==> src/rtl/vga_scan_ctrl.sv <==
// rtl/vga_scan_ctrl.sv - VGA raster sequencer with FIFO prefill gating and underflow recovery
//   pixel_clk        pixel clock, all logic on the rising edge
//   pixel_rst        asynchronous active-high reset
//   enable_i         display enable
//   fifo_full_a_i    FIFO full flag from the write-clock domain
//   fifo_empty_i     FIFO empty flag (pixel domain)
//   fifo_read_o      FIFO read strobe, equal to blank_o
//   hs_o, vs_o       active-low horizontal / vertical sync
//   blank_o          1 = active pixel
//   x_o, y_o         active pixel column / line, valid while blank_o=1
//   frame_start_o    one-cycle pulse at the raster origin
//   resync_o         high while recovering from an underflow
//   underflow_cnt_o  saturating underflow event count
//   state_o          00 IDLE, 01 RUN, 10 RECOVER
module vga_scan_ctrl #(
  parameter int HDISP  = 800,
  parameter int VDISP  = 480,
  parameter int HFP    = 40,
  parameter int HPULSE = 48,
  parameter int HBP    = 40,
  parameter int VFP    = 13,
  parameter int VPULSE = 3,
  parameter int VBP    = 29
) (
  input  logic                     pixel_clk,
  input  logic                     pixel_rst,
  input  logic                     enable_i,
  input  logic                     fifo_full_a_i,
  input  logic                     fifo_empty_i,
  output logic                     fifo_read_o,
  output logic                     hs_o,
  output logic                     vs_o,
  output logic                     blank_o,
  output logic [$clog2(HDISP)-1:0] x_o,
  output logic [$clog2(VDISP)-1:0] y_o,
  output logic                     frame_start_o,
  output logic                     resync_o,
  output logic [7:0]               underflow_cnt_o,
  output logic [1:0]               state_o
);

  localparam int HTOTAL = HDISP + HFP + HPULSE + HBP;
  localparam int VTOTAL = VDISP + VFP + VPULSE + VBP;
  localparam int HW     = $clog2(HTOTAL);
  localparam int VW     = $clog2(VTOTAL);
  localparam int XW     = $clog2(HDISP);
  localparam int YW     = $clog2(VDISP);

  localparam logic [HW-1:0] H_LAST  = HW'(HTOTAL - 1);
  localparam logic [VW-1:0] V_LAST  = VW'(VTOTAL - 1);
  localparam logic [HW-1:0] H_START = HW'(HFP + HPULSE + HBP);
  localparam logic [VW-1:0] V_START = VW'(VFP + VPULSE + VBP);
  localparam logic [HW-1:0] HS_BEG  = HW'(HFP);
  localparam logic [HW-1:0] HS_END  = HW'(HFP + HPULSE);
  localparam logic [VW-1:0] VS_BEG  = VW'(VFP);
  localparam logic [VW-1:0] VS_END  = VW'(VFP + VPULSE);

  typedef enum logic [1:0] {
    ST_IDLE    = 2'b00,
    ST_RUN     = 2'b01,
    ST_RECOVER = 2'b10
  } state_e;

  state_e          state_q, state_d;
  logic [HW-1:0]   hcnt_q, hcnt_d;
  logic [VW-1:0]   vcnt_q, vcnt_d;
  logic            full_meta_q, full_s_q;
  logic            hs_q, hs_d;
  logic            vs_q, vs_d;
  logic            blank_q, blank_d;
  logic [XW-1:0]   x_q, x_d;
  logic [YW-1:0]   y_q, y_d;
  logic            frame_start_q, frame_start_d;
  logic [7:0]      ucnt_q, ucnt_d;

  logic            h_last;
  logic            frame_wrap;
  logic            underflow;
  logic            active;

  assign h_last     = (hcnt_q == H_LAST);
  assign frame_wrap = h_last && (vcnt_q == V_LAST);
  // A read strobe against an empty FIFO; only RUN ever strobes.
  assign underflow  = (state_q == ST_RUN) && blank_q && fifo_empty_i;
  assign active     = (hcnt_q >= H_START) && (vcnt_q >= V_START);

  // State register
  always_ff @(posedge pixel_clk or posedge pixel_rst) begin
    if (pixel_rst) begin
      state_q <= ST_IDLE;
    end else begin
      state_q <= state_d;
    end
  end

  // Next-state logic
  always_comb begin
    state_d = state_q;
    case (state_q)
      ST_IDLE: begin
        if (enable_i && full_s_q) state_d = ST_RUN;
      end
      ST_RUN: begin
        // Underflow wins over a pending disable so the event is never lost.
        if (underflow)                    state_d = ST_RECOVER;
        else if (frame_wrap && !enable_i) state_d = ST_IDLE;
      end
      ST_RECOVER: begin
        if (frame_wrap) begin
          if (!enable_i)     state_d = ST_IDLE;
          else if (full_s_q) state_d = ST_RUN;
        end
      end
      default: state_d = ST_IDLE;
    endcase
  end

  // State outputs
  always_comb begin
    state_o     = state_q;
    resync_o    = (state_q == ST_RECOVER);
    fifo_read_o = blank_q;
  end

  // Counter and raster next-state
  always_comb begin
    hcnt_d        = hcnt_q;
    vcnt_d        = vcnt_q;
    hs_d          = 1'b1;
    vs_d          = 1'b1;
    blank_d       = 1'b0;
    x_d           = '0;
    y_d           = '0;
    frame_start_d = 1'b0;
    ucnt_d        = ucnt_q;

    // IDLE is only entered at the frame wrap, where the counters return
    // to zero anyway, so holding on the current state is sufficient.
    if (state_q == ST_IDLE) begin
      hcnt_d = '0;
      vcnt_d = '0;
    end else if (h_last) begin
      hcnt_d = '0;
      vcnt_d = (vcnt_q == V_LAST) ? '0 : vcnt_q + VW'(1);
    end else begin
      hcnt_d = hcnt_q + HW'(1);
    end

    if (state_q != ST_IDLE && state_d != ST_IDLE) begin
      hs_d = !((hcnt_q >= HS_BEG) && (hcnt_q < HS_END));
      vs_d = !((vcnt_q >= VS_BEG) && (vcnt_q < VS_END));
    end

    // The final pixel of a frame is presented the cycle after the wrap, so
    // it is dropped whenever the sequencer leaves RUN at that wrap; this
    // keeps the reader aligned to address 0 after a resync.
    blank_d = (state_q == ST_RUN) && (state_d == ST_RUN) && active;
    if (blank_d) begin
      x_d = XW'(hcnt_q - H_START);
      y_d = YW'(vcnt_q - V_START);
    end

    frame_start_d = ((state_q == ST_IDLE) && (state_d == ST_RUN)) ||
                    ((state_q != ST_IDLE) && frame_wrap && (state_d != ST_IDLE));

    if (underflow && (ucnt_q != 8'hFF)) ucnt_d = ucnt_q + 8'd1;
  end

  // Datapath registers
  always_ff @(posedge pixel_clk or posedge pixel_rst) begin
    if (pixel_rst) begin
      hcnt_q        <= '0;
      vcnt_q        <= '0;
      full_meta_q   <= 1'b0;
      full_s_q      <= 1'b0;
      hs_q          <= 1'b1;
      vs_q          <= 1'b1;
      blank_q       <= 1'b0;
      x_q           <= '0;
      y_q           <= '0;
      frame_start_q <= 1'b0;
      ucnt_q        <= 8'd0;
    end else begin
      hcnt_q        <= hcnt_d;
      vcnt_q        <= vcnt_d;
      full_meta_q   <= fifo_full_a_i;
      full_s_q      <= full_meta_q;
      hs_q          <= hs_d;
      vs_q          <= vs_d;
      blank_q       <= blank_d;
      x_q           <= x_d;
      y_q           <= y_d;
      frame_start_q <= frame_start_d;
      ucnt_q        <= ucnt_d;
    end
  end

  assign hs_o            = hs_q;
  assign vs_o            = vs_q;
  assign blank_o         = blank_q;
  assign x_o             = x_q;
  assign y_o             = y_q;
  assign frame_start_o   = frame_start_q;
  assign underflow_cnt_o = ucnt_q;

endmodule

==> config.mk <==
export PLATFORM = sky130hd
export DESIGN_NAME = vga_scan_ctrl
export DESIGN_NICKNAME = d
export VERILOG_FILES = /design/src/rtl/vga_scan_ctrl.sv
export SDC_FILE = /design/constraint.sdc
export NUM_CORES = 1
export LEC_CHECK = 0
export ABC_AREA = 0
export BUFFER_PORTS_ARGS = -buffer_cell sky130_fd_sc_hd__buf_2
export CORE_MARGIN = 1.5
export CORE_UTILIZATION = 45
export DETAILED_ROUTE_END_ITERATION = 10
export HOLD_SLACK_MARGIN = 0.05
export PLACE_DENSITY_LB_ADDON = 0.08
export SLEW_MARGIN = 20
export SYNTH_ARGS = -nofsm -noshare
export SYNTH_HDL_FRONTEND = slang
export SYNTH_SLANG_ARGS = --single-unit
==> constraint.sdc <==
create_clock -name pixel_clk -period 3.9 [get_ports pixel_clk]
set_input_delay 0.39 -clock pixel_clk [delete_from_list [all_inputs] [get_ports pixel_clk]]
set_output_delay 0.39 -clock pixel_clk [all_outputs]
set_load 0.02 [all_outputs]
=== Yosys cells after proc, flatten, opt, wreduce, memory -nomap -nowiden ===
Cells that the tools add are included.

* $add $sub $neg: 5
* Magnitude comparators: 6
* Equal/unequal tests: 6
* Mux-type cells: 16
* Reduce and logical (&&, ||, !) cells: 23

{| class="wikitable"
|+ Operator list
! cell !! number
|-
| two-way mux 10 bit || 6
|-
| adder 10 x 1 -> 10 bit (second input constant) || 2
|-
| == test 10 bit (second input constant) || 2
|-
| greater-or-equal comparator 10 x 6 -> 1 bit (second input constant) || 2
|-
| logical AND 1 bit || 15
|-
| two-way mux 2 bit || 6
|-
| greater-or-equal comparator 10 x 4 -> 1 bit (second input constant) || 1
|-
| greater-or-equal comparator 10 x 8 -> 1 bit (second input constant) || 1
|-
| < comparator 10 x 5 -> 1 bit (second input constant) || 1
|-
| < comparator 10 x 7 -> 1 bit (second input constant) || 1
|-
| subtractor 10 x 8 -> 10 bit (second input constant) || 1
|-
| two-way mux 9 bit || 1
|-
| subtractor 9 x 6 -> 9 bit (second input constant) || 1
|-
| adder 8 x 1 -> 8 bit (second input constant) || 1
|-
| inequality test 8 bit (second input constant) || 1
|-
| case mux 2 bit (3 select lines) || 1
|-
| nonzero test 2 bit || 3
|-
| == test 2 x 1 -> 1 bit (second input constant) || 2
|-
| logical NOT 1 bit || 3
|-
| == test 2 bit (second input constant) || 1
|-
| logical NOT 2 bit || 1
|-
| two-way mux 1 bit || 2
|-
| logical OR 1 bit || 1
|}

* Bits in registers: 55
* Bits of input ports: 5

=== Longest topological paths before layout ===
Gate-level depths: netlist (run 1).

* Word-level depth: 10
* Gate-level depth with buffers: 8
* Depth with buffers taken out: 7

=== Worst setup path after synthesis (run 1) ===
OpenSTA, ideal clock, no wires.

* Kind: reg2reg
* Start point: reg vcnt_q[0]
* End point: reg y_q[6] (netlist: y_o[6])
* Data arrival time: 2052 ps
* Data required time: 3831 ps
* Path slack: 1779 ps
* Cell stages (with the launch flop): 9
* Buffers on the path: 1
* Cells stage by stage: dfrtp_1 inv_1 ha_1 nand4_1 or3_2 o41ai_4 o211ai_2 buf_6 nor2_2

* Longest elaborated chain between the ends: 10
* Elaborated cells between the ends (all ways): 14

{| class="wikitable"
|+ RTL lines
! element !! line !! text
|-
| from (decl) || 66 || <nowiki>logic [VW-1:0] vcnt_q, vcnt_d;</nowiki>
|-
| from (signal assigned) || 185 || <nowiki>vcnt_q <= vcnt_d;</nowiki>
|-
| == test 10 bit || 82 || <nowiki>assign frame_wrap = h_last && (vcnt_q == V_LAST);</nowiki>
|-
| logical AND 1 bit || 82 ||
|-
| logical AND 1 bit || 106 || <nowiki>else if (frame_wrap && !enable_i) state_d = ST_IDLE;</nowiki>
|-
| two-way mux 2 bit || 106 ||
|-
| two-way mux 2 bit || 105 || <nowiki>if (underflow) state_d = ST_RECOVER;</nowiki>
|-
| case mux 2 bit (3 select lines) || 99 || <nowiki>case (state_q)</nowiki>
|-
| == test 2 x 1 -> 1 bit || 157 || <nowiki>blank_d = (state_q == ST_RUN) && (state_d == ST_RUN) && active;</nowiki>
|-
| logical AND 1 bit (2 in a row) || 157 ||
|-
| two-way mux 9 bit (*) || 158 || <nowiki>if (blank_d) begin</nowiki>
|-
| net y_d[6] || 72 || <nowiki>logic [YW-1:0] y_q, y_d;</nowiki>
|-
| to (signal assigned) || 192 || <nowiki>y_q <= y_d;</nowiki>
|-
| to (decl) || 72 ||
|}

Mark *: on every way through the listed nets, which the timed path passes. The rest lies on a longest branch.
A chain may end at the register's enable or synchronous reset.

=== Worst setup path after layout (run 1) ===
* Start point: reg hcnt_q[0]
* End point: reg x_q[9] (netlist: x_o[9])

* Longest elaborated chain between the ends: 10
* Elaborated cells between the ends (all ways): 14

{| class="wikitable"
|+ RTL lines
! element !! line !! text
|-
| from (decl) || 65 || <nowiki>logic [HW-1:0] hcnt_q, hcnt_d;</nowiki>
|-
| from (signal assigned) || 184 || <nowiki>hcnt_q <= hcnt_d;</nowiki>
|-
| == test 10 bit || 81 || <nowiki>assign h_last = (hcnt_q == H_LAST);</nowiki>
|-
| logical AND 1 bit || 82 ||
|-
| logical AND 1 bit || 106 ||
|-
| two-way mux 2 bit || 106 ||
|-
| two-way mux 2 bit || 105 ||
|-
| case mux 2 bit (3 select lines) || 99 ||
|-
| == test 2 x 1 -> 1 bit || 157 ||
|-
| logical AND 1 bit (2 in a row) || 157 ||
|-
| two-way mux 10 bit (*) || 158 ||
|-
| net x_d[9] || 71 || <nowiki>logic [XW-1:0] x_q, x_d;</nowiki>
|-
| to (signal assigned) || 179 || <nowiki>x_q <= '0;</nowiki>
|-
| to (signal assigned) || 191 || <nowiki>x_q <= x_d;</nowiki>
|-
| to (decl) || 71 ||
|}

Marked as above.

==> results.toml, run 1 <==
[floorplanning]
num_io_pins = 40
site_row_count = 27
die-width_um = 80.4
design.core.area_um2 = 5640
floorplan.initialDensity_pct = 47.7
die_h_um = 80.4
die_area_um2 = 6460

[finish]
final_core_util_pct = 54.1
fillers = 487
multiInputGateArea_um2 = 1220
ff_latch_area_um2 = 1380
postLayoutCellArea_um2 = 3050
mostFrequentLayoutCells = "53 x sky130_fd_sc_hd__dfrtp_1, 39 x sky130_fd_sc_hd__buf_2, 28 x sky130_fd_sc_hd__nor2_1"
num-nets-final = 301
layout_commonest_cell = "sky130_fd_sc_hd__dfrtp_1"
area_growth_syn_to_layout_pct = 13.4
n_antenna_cell = 0
post_route_cells_drive_above_1_share_pct = 27.4

[setup_path]
critical_path.n_buffers_inverters = 0
worstSetupPathType = "flop to flop"
rrSetupSlack_ns = 1.30
timing.rr.end = "x_o[9]"
critical_path.top_delay_family = "compound AO/OA/AOI/OAI gates"
startpoint_of_the_most_critical_register_to_register_path = "hcnt_q[0]"
peak_fanout_along_the_critical_path = 14
crit_path_start_kind = "flop"
crit_path_top_delay_cell = "sky130_fd_sc_hd__o211ai_2"
cp.arrival_ns = 2.76
endpoint_kind = "flop"
critical_path.cell_chain = "ha_1 > nand3_2 > nor3_1 > a31oi_1 > o211ai_2 > nor2_1"
worst_r2r_path_cells = 6
timing.critical_path.required_ns = 4.06
crit_path_max_incr_delay_ns = 0.76

[route]
post_drt_wl_per_cell_um = 14.3
detailedRoute.firstPassIterationCount = 4
ant_nets = 0
detail_route.wirelength_um = 5140
detailroute.via_count = 1854
drtIter0Drc = 73
routed_vias_inst = 5.15
post-route-drc-count = 0

[power_and_ir_drop]
power_mw = 1.18
power_per_cell_area_nw_per_um2 = 388
total_switching_power_mw = 0.323
share_clk_of_total_power_pct = 33.0
power_leakage_nw = 1.59
irDropWorstVdd_mv = 0.272
power.share.sequential_pct = 54.8
power.switching_fraction_pct = 27.3
comb_power_share_pct = 12.2
internal_power_of_the_cells_mw = 0.861

[clocking]
cts.htree.levels = 2
cts_post_setup_buffers_inserted = 0
tritoncts.num_buffers = 5
postCtsHoldBufs = 0
clkSlewWorstSetupHoldPaths_ns = 0.10
sinks_on_clock_net = 55
cts_max_path_buffers = 2
cts-root-buf = "sky130_fd_sc_hd__clkbuf_8"
clkLatencyLatePin_ns = 0.31
tritoncts = "yes"
ctsResizeCount = 0

[timing]
setup-violations-final = 0
finClkSkew_ns = 0.0115
final-max-slew-violation-count = 0
fin_crit_sh_pct = 66.8
worst_slew_margin_rel_pct = 29.1
timing.final.crit_period_ns = 2.60
tightest_slew_ns = 1.05
setup_total_negative_slack_ns = 0
hold_viol_final = 0
clock.fmax_mhz = 384
setup_repair_after_global_routing_missed_its_margin = "no"
final_critical_path_setup_slack_ns = 1.30

[yosys]
synth-warning-count = 0
most_used_dff_post_synth = "sky130_fd_sc_hd__dfrtp_1"
number_of_enable_flip_flop_cells_after_synthesis = 0
synthCells = 247
synth-seq-cells = 55
synth_sequential_area_ratio_pct = 51.2
synth_area_per_cell_um2 = 10.9
synth.net_count = 261
synth_area_um2 = 2690
synth.lib_cells_used.distinct = 50
synth_async_sr_flop_share_pct = 100

[worst_hold_path]
worstHoldStart = "fifo_full_a_i"
worstHoldPathCells = 1
hold_path_end = "full_meta_q"
timing.hold.worst.class = "input pin to flop"

[global_routing]
grt_antenna_before_repair = 0
grt_max_degree = 56
grt.total_usage_pct = 18.0
overflow = 0
grt_first_pass_wirelength_um = 8800
grt_pass1_vias = 1842

[place]
placement.cell_area_um2 = 2940
buffer_ports.inserted = 39
preCtsSetupSlack_ns = 1.32
dpl_wire_length_um = 3640
routabilityCongestion = 0.813

[outcome]
status = "finished, final reports clean"

[flow_run]
max-cap-violations = 0
## stage by stage
| stage | std cells | hold slack (ns) |
|---|---|---|
| final | 360 | 0.177 |
| after global routing | 360 | 0.164 |
| after CTS | 360 | 0.168 |
| after detailed placement | 352 | 0.350 |
| after global placement | 352 | 0.338 |
| after floorplan | 247 | 0.331 |
## worst max-delay path by stage
stage	from	to	slack, ns	cells past startpoint
2_1_floorplan	vcnt_q[0]	y_o[6]	1.78	8
3_3_place_gp	vcnt_q[0]	y_o[5]	1.36	7
3_5_place_dp	hcnt_q[0]	y_o[8]	1.32	6
4_1_cts	vcnt_q[0]	y_o[5]	1.30	7
5_1_grt	hcnt_q[0]	y_o[8]	1.01	6
6_report	hcnt_q[0]	x_o[9]	1.30	6
## power by group through the flow
| stage | clock network, mW | registers [mW] | logic (mW) |
|---|---|---|---|
| after CTS | 0.400 | 0.648 | 0.146 |
| after detailed placement | 0 | 0.659 | 0.142 |
| after global placement | 0 | 0.657 | 0.148 |
| final | 0.391 | 0.649 | 0.145 |
| after global routing | 0.420 | 0.655 | 0.166 |
| after floorplan | 0 | 0.649 | 0.107 |
## cell usage after synthesis (all sizes together), types with 3 or more instances
cell type / instances / share of area [%]
dfrtp: 53 / 49
ha: 9 / 4.2
nand4: 9 / 2.1
buf: 7 / 2.0
nor2b: 3 / 0.70
nand3: 7 / 1.5
and2: 3 / 0.70
inv: 10 / 1.4
nor3: 5 / 0.93
o21ai: 8 / 1.5
a21oi: 4 / 0.74
nor2: 37 / 6.2
or3: 5 / 1.6
xnor2: 12 / 3.9
nand2: 14 / 2.0
or2: 3 / 0.70
xor2: 18 / 5.9
and3: 12 / 2.9
## kinds of logic after synthesis
| logic type | share of synthesized area, % |
|---|---|
| and+or+nand+nor | 24.3 |
| DFF | 51.2 |
| xor gates and xnor gates | 9.76 |
| AOI/OAI and AO/OA | 6.65 |
| buffers and inverters | 3.53 |
| adders and majority gates | 4.18 |
| muxes | 0.418 |
## layout make-up
class,instances,share of cell area (%)
well taps,72,2.95
flip-flops and latches,55,45.2
inverters,10,1.23
clock inverters,2,1.15
multi-input cells,174,39.9
clock buffers,6,2.70
repair buffers,41,6.89
## registers in the layout (all words and copies together) (netlist names), 2 cells and up
signal,flops
y_o,9
underflow_cnt_o,8
vcnt_q,10
hcnt_q,10
state_o,2
x_o,10
## worst reg2reg max path: stages, from the launching register on
cell,delay (ns)
sky130_fd_sc_hd__dfrtp_1,0.45
sky130_fd_sc_hd__ha_1,0.28
sky130_fd_sc_hd__nand3_2,0.14
sky130_fd_sc_hd__nor3_1,0.50
sky130_fd_sc_hd__a31oi_1,0.21
sky130_fd_sc_hd__o211ai_2,0.76
sky130_fd_sc_hd__nor2_1,0.12
## metal layers
layer	global-route usage, %	wire (um)
met1	24.0	2530
met2	29.3	2410
met3	3.41	133
met4	6.21	72
met5	0	0
Note: power is estimated with default switching activity, not from simulation.
==> run 2: changes to the inputs <==
==> constraint.sdc (replaced) <==
create_clock -name pixel_clk -period 2.1 [get_ports pixel_clk]
set_input_delay 0.21 -clock pixel_clk [delete_from_list [all_inputs] [get_ports pixel_clk]]
set_output_delay 0.21 -clock pixel_clk [all_outputs]
set_load 0.02 [all_outputs]
==> run 2 against run 1 <==
  * Sequential share of layout area down 3.2 points
  * Non-clock buffer count rose by 28
  * First-iteration DRC count grew 21%
==> results.toml, run 2 (synthesis results as in run 1) <==
[place]
dp_cells = 377
buffer_ports.inserted = 39
routabilityCongestion = 0.867
dpl_wire_length_um = 3990

[floorplanning]
die_area_um2 = 6460
floorplan.initialDensity_pct = 47.7
die-width_um = 80.4
site_row_count = 27
num_io_pins = 40
design.core.area_um2 = 5640
die_h_um = 80.4

[global_routing]
grt_first_pass_wirelength_um = 9110
grt_max_degree = 29
grt_pass1_vias = 1878
grt_antenna_before_repair = 0
overflow = 0
grt.total_usage_pct = 18.5

[clocking]
tritoncts.num_buffers = 5
cts_max_path_buffers = 2
cts.htree.levels = 2
tritoncts = "yes"
sinks_on_clock_net = 55
clkLatencyLatePin_ns = 0.31
clkSlewWorstSetupHoldPaths_ns = 0.10
cts-root-buf = "sky130_fd_sc_hd__clkbuf_8"

[power_and_ir_drop]
share_clk_of_total_power_pct = 27.4
irDropWorstVdd_mv = 0.362
power.share.sequential_pct = 53.3
comb_power_share_pct = 19.3
power_leakage_nw = 1.72
power_per_cell_area_nw_per_um2 = 654
total_switching_power_mw = 0.623
power.switching_fraction_pct = 28.9
internal_power_of_the_cells_mw = 1.53

[timing]
clock.fmax_mhz = 503
setup-violations-final = 0
fin_crit_sh_pct = 94.7
hold_viol_final = 0
setup_repair_after_global_routing_missed_its_margin = "yes"
timing.final.crit_period_ns = 1.99
tightest_slew_ns = 0.410
fin_hold_ws_ns = 0.260
worst_slew_margin_rel_pct = 72.7
final-max-slew-violation-count = 0
finClkSkew_ns = 0.00853

[finish]
num-nets-final = 329
layout_commonest_cell = "sky130_fd_sc_hd__dfrtp_1"
n_antenna_cell = 0
final_cells = 388
area_growth_syn_to_layout_pct = 22.3
fillers = 488
post_route_cells_drive_above_1_share_pct = 35.1
mostFrequentLayoutCells = "52 x sky130_fd_sc_hd__dfrtp_1, 39 x sky130_fd_sc_hd__buf_2, 26 x sky130_fd_sc_hd__nor2_1"

[route]
post-route-drc-count = 0
drtIter0Drc = 88
detailedRoute.firstPassIterationCount = 4
post_drt_wl_per_cell_um = 13.7
detail_route.wirelength_um = 5330
routed_vias_inst = 4.97
detailroute.via_count = 1930
ant_nets = 0

[setup_path]
worstSetupPathType = "flop to flop"
peak_fanout_along_the_critical_path = 7
crit_path_start_kind = "flop"
timing.critical_path.required_ns = 2.35
endpoint_kind = "flop"
cp.arrival_ns = 2.23

[worst_hold_path]
timing.hold.worst.class = "input pin to flop"

[flow_run]
max-cap-violations = 0

[outcome]
status = "finished, final reports clean"
==> run 2: power by group through the flow <==
stage / registers, mW / clock network [mW] / logic [mW]
after detailed placement: 1.17 / 0 / 0.412
after CTS: 1.15 / 0.616 / 0.423
after global placement: 1.17 / 0 / 0.421
after global routing: 1.16 / 0.666 / 0.463
after floorplan: 1.21 / 0 / 0.198
final: 1.15 / 0.591 / 0.416
==> run 2: final cells by class <==
cell class | count | area [um^2] | share of cell area (%)
Tap cell | 72 | 90.1 | 2.74
Timing Repair Buffer | 69 | 445 | 13.5
Clock buffer | 5 | 68.8 | 2.09
Clock inverter | 3 | 25.0 | 0.760
Sequential cell | 55 | 1380 | 41.9
Multi-Input combinational cell | 174 | 1240 | 37.8
Inverter | 10 | 37.5 | 1.14
==> run 2: metrics by stage <==
| stage | setup TNS (ns) | power, mW | worst slack (ns) | utilization (%) | instance area [um^2] |
|---|---|---|---|---|---|
| floorplan | 0 | 1.40 | 0.0947 | - | 2700 |
| global placement | 0 | 1.59 | 0.147 | 55.7 | 3140 |
| detailed placement | 0 | 1.58 | 0.0926 | 55.7 | 3140 |
| CTS | 0 | 2.19 | 0.0431 | 57.7 | 3260 |
| global route | -0.00670 | 2.29 | -0.00670 | 58.4 | 3290 |
| finish | 0 | 2.15 | 0.111 | 58.4 | 3290 |
==> run 2: path summary, 6_finish.rpt <==
path | slack [ns] | end | cells past startpoint | startpoint
max in group asynchronous | 1.12 | hs_o | 4 | pixel_rst
min in group asynchronous | 0.42 | y_o[8] | 3 | pixel_rst
min reg2reg | 0.36 | full_s_q | 0 | full_meta_q
max | 0.11 | x_o[9] | 8 | vcnt_q[0]
max reg2reg | 0.11 | x_o[9] | 8 | vcnt_q[0]
min | 0.26 | frame_start_o | 3 | enable_i
==> run 2: critical path, stage by stage (launching register included) <==
cell and delay [ns]:
sky130_fd_sc_hd__dfrtp_2 0.42, sky130_fd_sc_hd__inv_2 0.08, sky130_fd_sc_hd__ha_4 0.13, sky130_fd_sc_hd__nand4_1 0.10
sky130_fd_sc_hd__or3_4 0.36, sky130_fd_sc_hd__o41ai_4 0.39, sky130_fd_sc_hd__o211ai_2 0.18, sky130_fd_sc_hd__buf_6 0.18
sky130_fd_sc_hd__nor2_2 0.09
==> run 2: metal layers <==
| metal | part of all wire, % | up-vias | track usage (%) | routed length (um) |
|---|---|---|---|---|
| li1 | - | 974 | - | - |
| met1 | 50 | 913 | 26.5 | 2690 |
| met2 | 45 | 39 | 28.1 | 2400 |
| met3 | 3.6 | 4 | 4.55 | 192 |
| met4 | 0.88 | 0 | 4.66 | 47 |
| met5 | 0 | - | 0 | 0 |
==> run 2: timing repair <==
item / 4_1_cts / 5_1_grt
hold buffers: 2 / 0
setup buffers: 0 / 1
setup endpoints to repair: 0 / 13
hold endpoints to repair: 16 / 0
resized for setup: 0 / 8
==> run 3: changes to the inputs <==
==> constraint.sdc (replaced) <==
create_clock -name pixel_clk -period 2.3 [get_ports pixel_clk]
set_input_delay 0.23 -clock pixel_clk [delete_from_list [all_inputs] [get_ports pixel_clk]]
set_output_delay 0.23 -clock pixel_clk [all_outputs]
set_load 0.02 [all_outputs]
==> run 3 against run 2 <==
  * Hold slack improved by 0.013 ns
  * Clock power rose by 12%
  * Largest cell class unchanged
  * Combinational power fell by 27%
  * Routed wire length rose by 4.3%
  * Clock-buffer cell count rose by 1
  * Maximum frequency fell by 8.3%
==> results.toml, run 3 (synthesis results as in run 1) <==
[power_and_ir_drop]
irDropWorstVdd_mv = 0.488
power_per_cell_area_nw_per_um2 = 635
power_leakage_nw = 1.70
power_mw = 2.05

[timing]
hold_viol_final = 0
timing.final.crit_period_ns = 2.17
final_critical_path_setup_slack_ns = 0.132
fin_crit_sh_pct = 94.3
tightest_slew_ns = 0.419
setup_repair_after_global_routing_missed_its_margin = "no"
worst_slew_margin_rel_pct = 72.1
setup_total_negative_slack_ns = 0
clock.fmax_mhz = 461
setup-violations-final = 0
fin_hold_ws_ns = 0.273
final-max-slew-violation-count = 0
finClkSkew_ns = 0.00804

[worst_hold_path]
worstHoldPathCells = 3
worstHoldStart = "enable_i"
timing.hold.worst.class = "input pin to flop"
hold_path_end = "frame_start_o"

[global_routing]
grt_first_pass_wirelength_um = 9420
grt_pass1_vias = 1943
use_met3_pct = 3.75
grtUsageMet2_pct = 31.4
grt_max_degree = 34
grt_antenna_before_repair = 0
overflow = 0
top_usage_layer = "met2"
grt.total_usage_pct = 19.4
grt.met1_usage_pct = 26.2

[setup_path]
endpoint_kind = "flop"
peak_fanout_along_the_critical_path = 12
timing.rr.end = "y_o[2]"
startpoint_of_the_most_critical_register_to_register_path = "vcnt_q[1]"
timing.critical_path.required_ns = 2.53
worstSetupPathType = "flop to flop"
cp.arrival_ns = 2.40
crit_path_start_kind = "flop"
worst_r2r_path_cells = 8
rrSetupSlack_ns = 0.13

[clocking]
sinks_on_clock_net = 55
cts-root-buf = "sky130_fd_sc_hd__clkbuf_8"
ctsResizeCount = 0
clkLatencyLatePin_ns = 0.31
cts.htree.levels = 2
tritoncts.num_buffers = 5
tritoncts = "yes"
cts_max_path_buffers = 2
clkSlewWorstSetupHoldPaths_ns = 0.10

[finish]
num-nets-final = 322
n_antenna_cell = 0
post_route_cells_drive_above_1_share_pct = 31.7
layout_commonest_cell = "sky130_fd_sc_hd__dfrtp_1"
final_core_util_pct = 57.2
final_cells = 381
postLayoutCellArea_um2 = 3230
mostFrequentLayoutCells = "53 x sky130_fd_sc_hd__dfrtp_1, 39 x sky130_fd_sc_hd__buf_2, 28 x sky130_fd_sc_hd__nor2_1"
area_growth_syn_to_layout_pct = 19.9

[route]
detailedRoute.firstPassIterationCount = 4
detailroute.via_count = 1945
detail_route.wirelength_um = 5560
ant_nets = 0
post_drt_wl_per_cell_um = 14.6
drtIter0Drc = 50
post-route-drc-count = 0
routed_vias_inst = 5.10

[flow_run]
max-cap-violations = 0

[place]
routabilityCongestion = 0.796
preCtsSetupSlack_ns = 0.128
dp_cells = 370
buffer_ports.inserted = 39
dpl_wire_length_um = 4140
placement.cell_area_um2 = 3080

[floorplanning]
num_io_pins = 40
site_row_count = 27
die_h_um = 80.4
design.core.area_um2 = 5640
floorplan.initialDensity_pct = 47.7
die_area_um2 = 6460
die-width_um = 80.4

[outcome]
status = "finished, final reports clean"
## run 3: cell count changes in the layout (fill, tap and decap cells not counted), moves of 2 or more
cell / change
sky130_fd_sc_hd__inv_1: +2
sky130_fd_sc_hd__clkinv_4: -2
sky130_fd_sc_hd__nor2_1: +2
sky130_fd_sc_hd__buf_4: -5
sky130_fd_sc_hd__buf_6: -2
sky130_fd_sc_hd__inv_2: -2
## run 3: final cells by class
type / instances / area (um^2)
fill: 510 / 2410
sequential: 55 / 1380
multi-input combinational: 174 / 1220
timing repair buffer: 62 / 385
tap: 72 / 90.1
clock buffer: 6 / 82.6
inverter: 10 / 37.5
clock inverter: 2 / 35.0
## run 3: power by group
| group | switching (mW) | total [mW] | internal, mW | leakage, nW |
|---|---|---|---|---|
| combinational | 0.182 | 0.303 | 0.121 | 0.890 |
| sequential | 0.0669 | 1.08 | 1.02 | 0.746 |
| clock | 0.312 | 0.664 | 0.353 | 0.0612 |
| total | 0.561 | 2.05 | 1.49 | 1.70 |
## run 3: critical path, stage by stage (launching register included)
cell and delay (ns):
sky130_fd_sc_hd__dfrtp_1 0.39, sky130_fd_sc_hd__inv_1 0.10, sky130_fd_sc_hd__ha_1 0.19, sky130_fd_sc_hd__nand4_1 0.13, sky130_fd_sc_hd__or3_2 0.48, sky130_fd_sc_hd__o41ai_4 0.33, sky130_fd_sc_hd__o211ai_2 0.17, sky130_fd_sc_hd__buf_12 0.19
sky130_fd_sc_hd__nor2_1 0.11
## run 3: worst max-delay path by stage
stage	startpoint	endpoint	slack [ns]	cells past startpoint
CTS	vcnt_q[1]	y_o[2]	0.04	8
finish	vcnt_q[1]	y_o[2]	0.13	8
global placement	vcnt_q[1]	y_o[8]	0.24	8
global route	vcnt_q[1]	x_o[9]	0.005	8
floorplan	vcnt_q[0]	y_o[6]	0.18	8
detailed placement	vcnt_q[1]	y_o[2]	0.13	8
## run 3: layer usage
metal	vias up	share of wire, %	routed length [um]
met1	942	47	2630
met4	0	1.3	70
li1	962	-	-
met2	34	48	2700
met3	7	2.9	163
met5	-	0	0
## run 3: timing repair
action / in CTS / in global routing
setup buffers: 0 / 1
hold buffers: 2 / 0
endpoints found under the setup margin: 0 / 12
endpoints found under the hold margin: 22 / 0
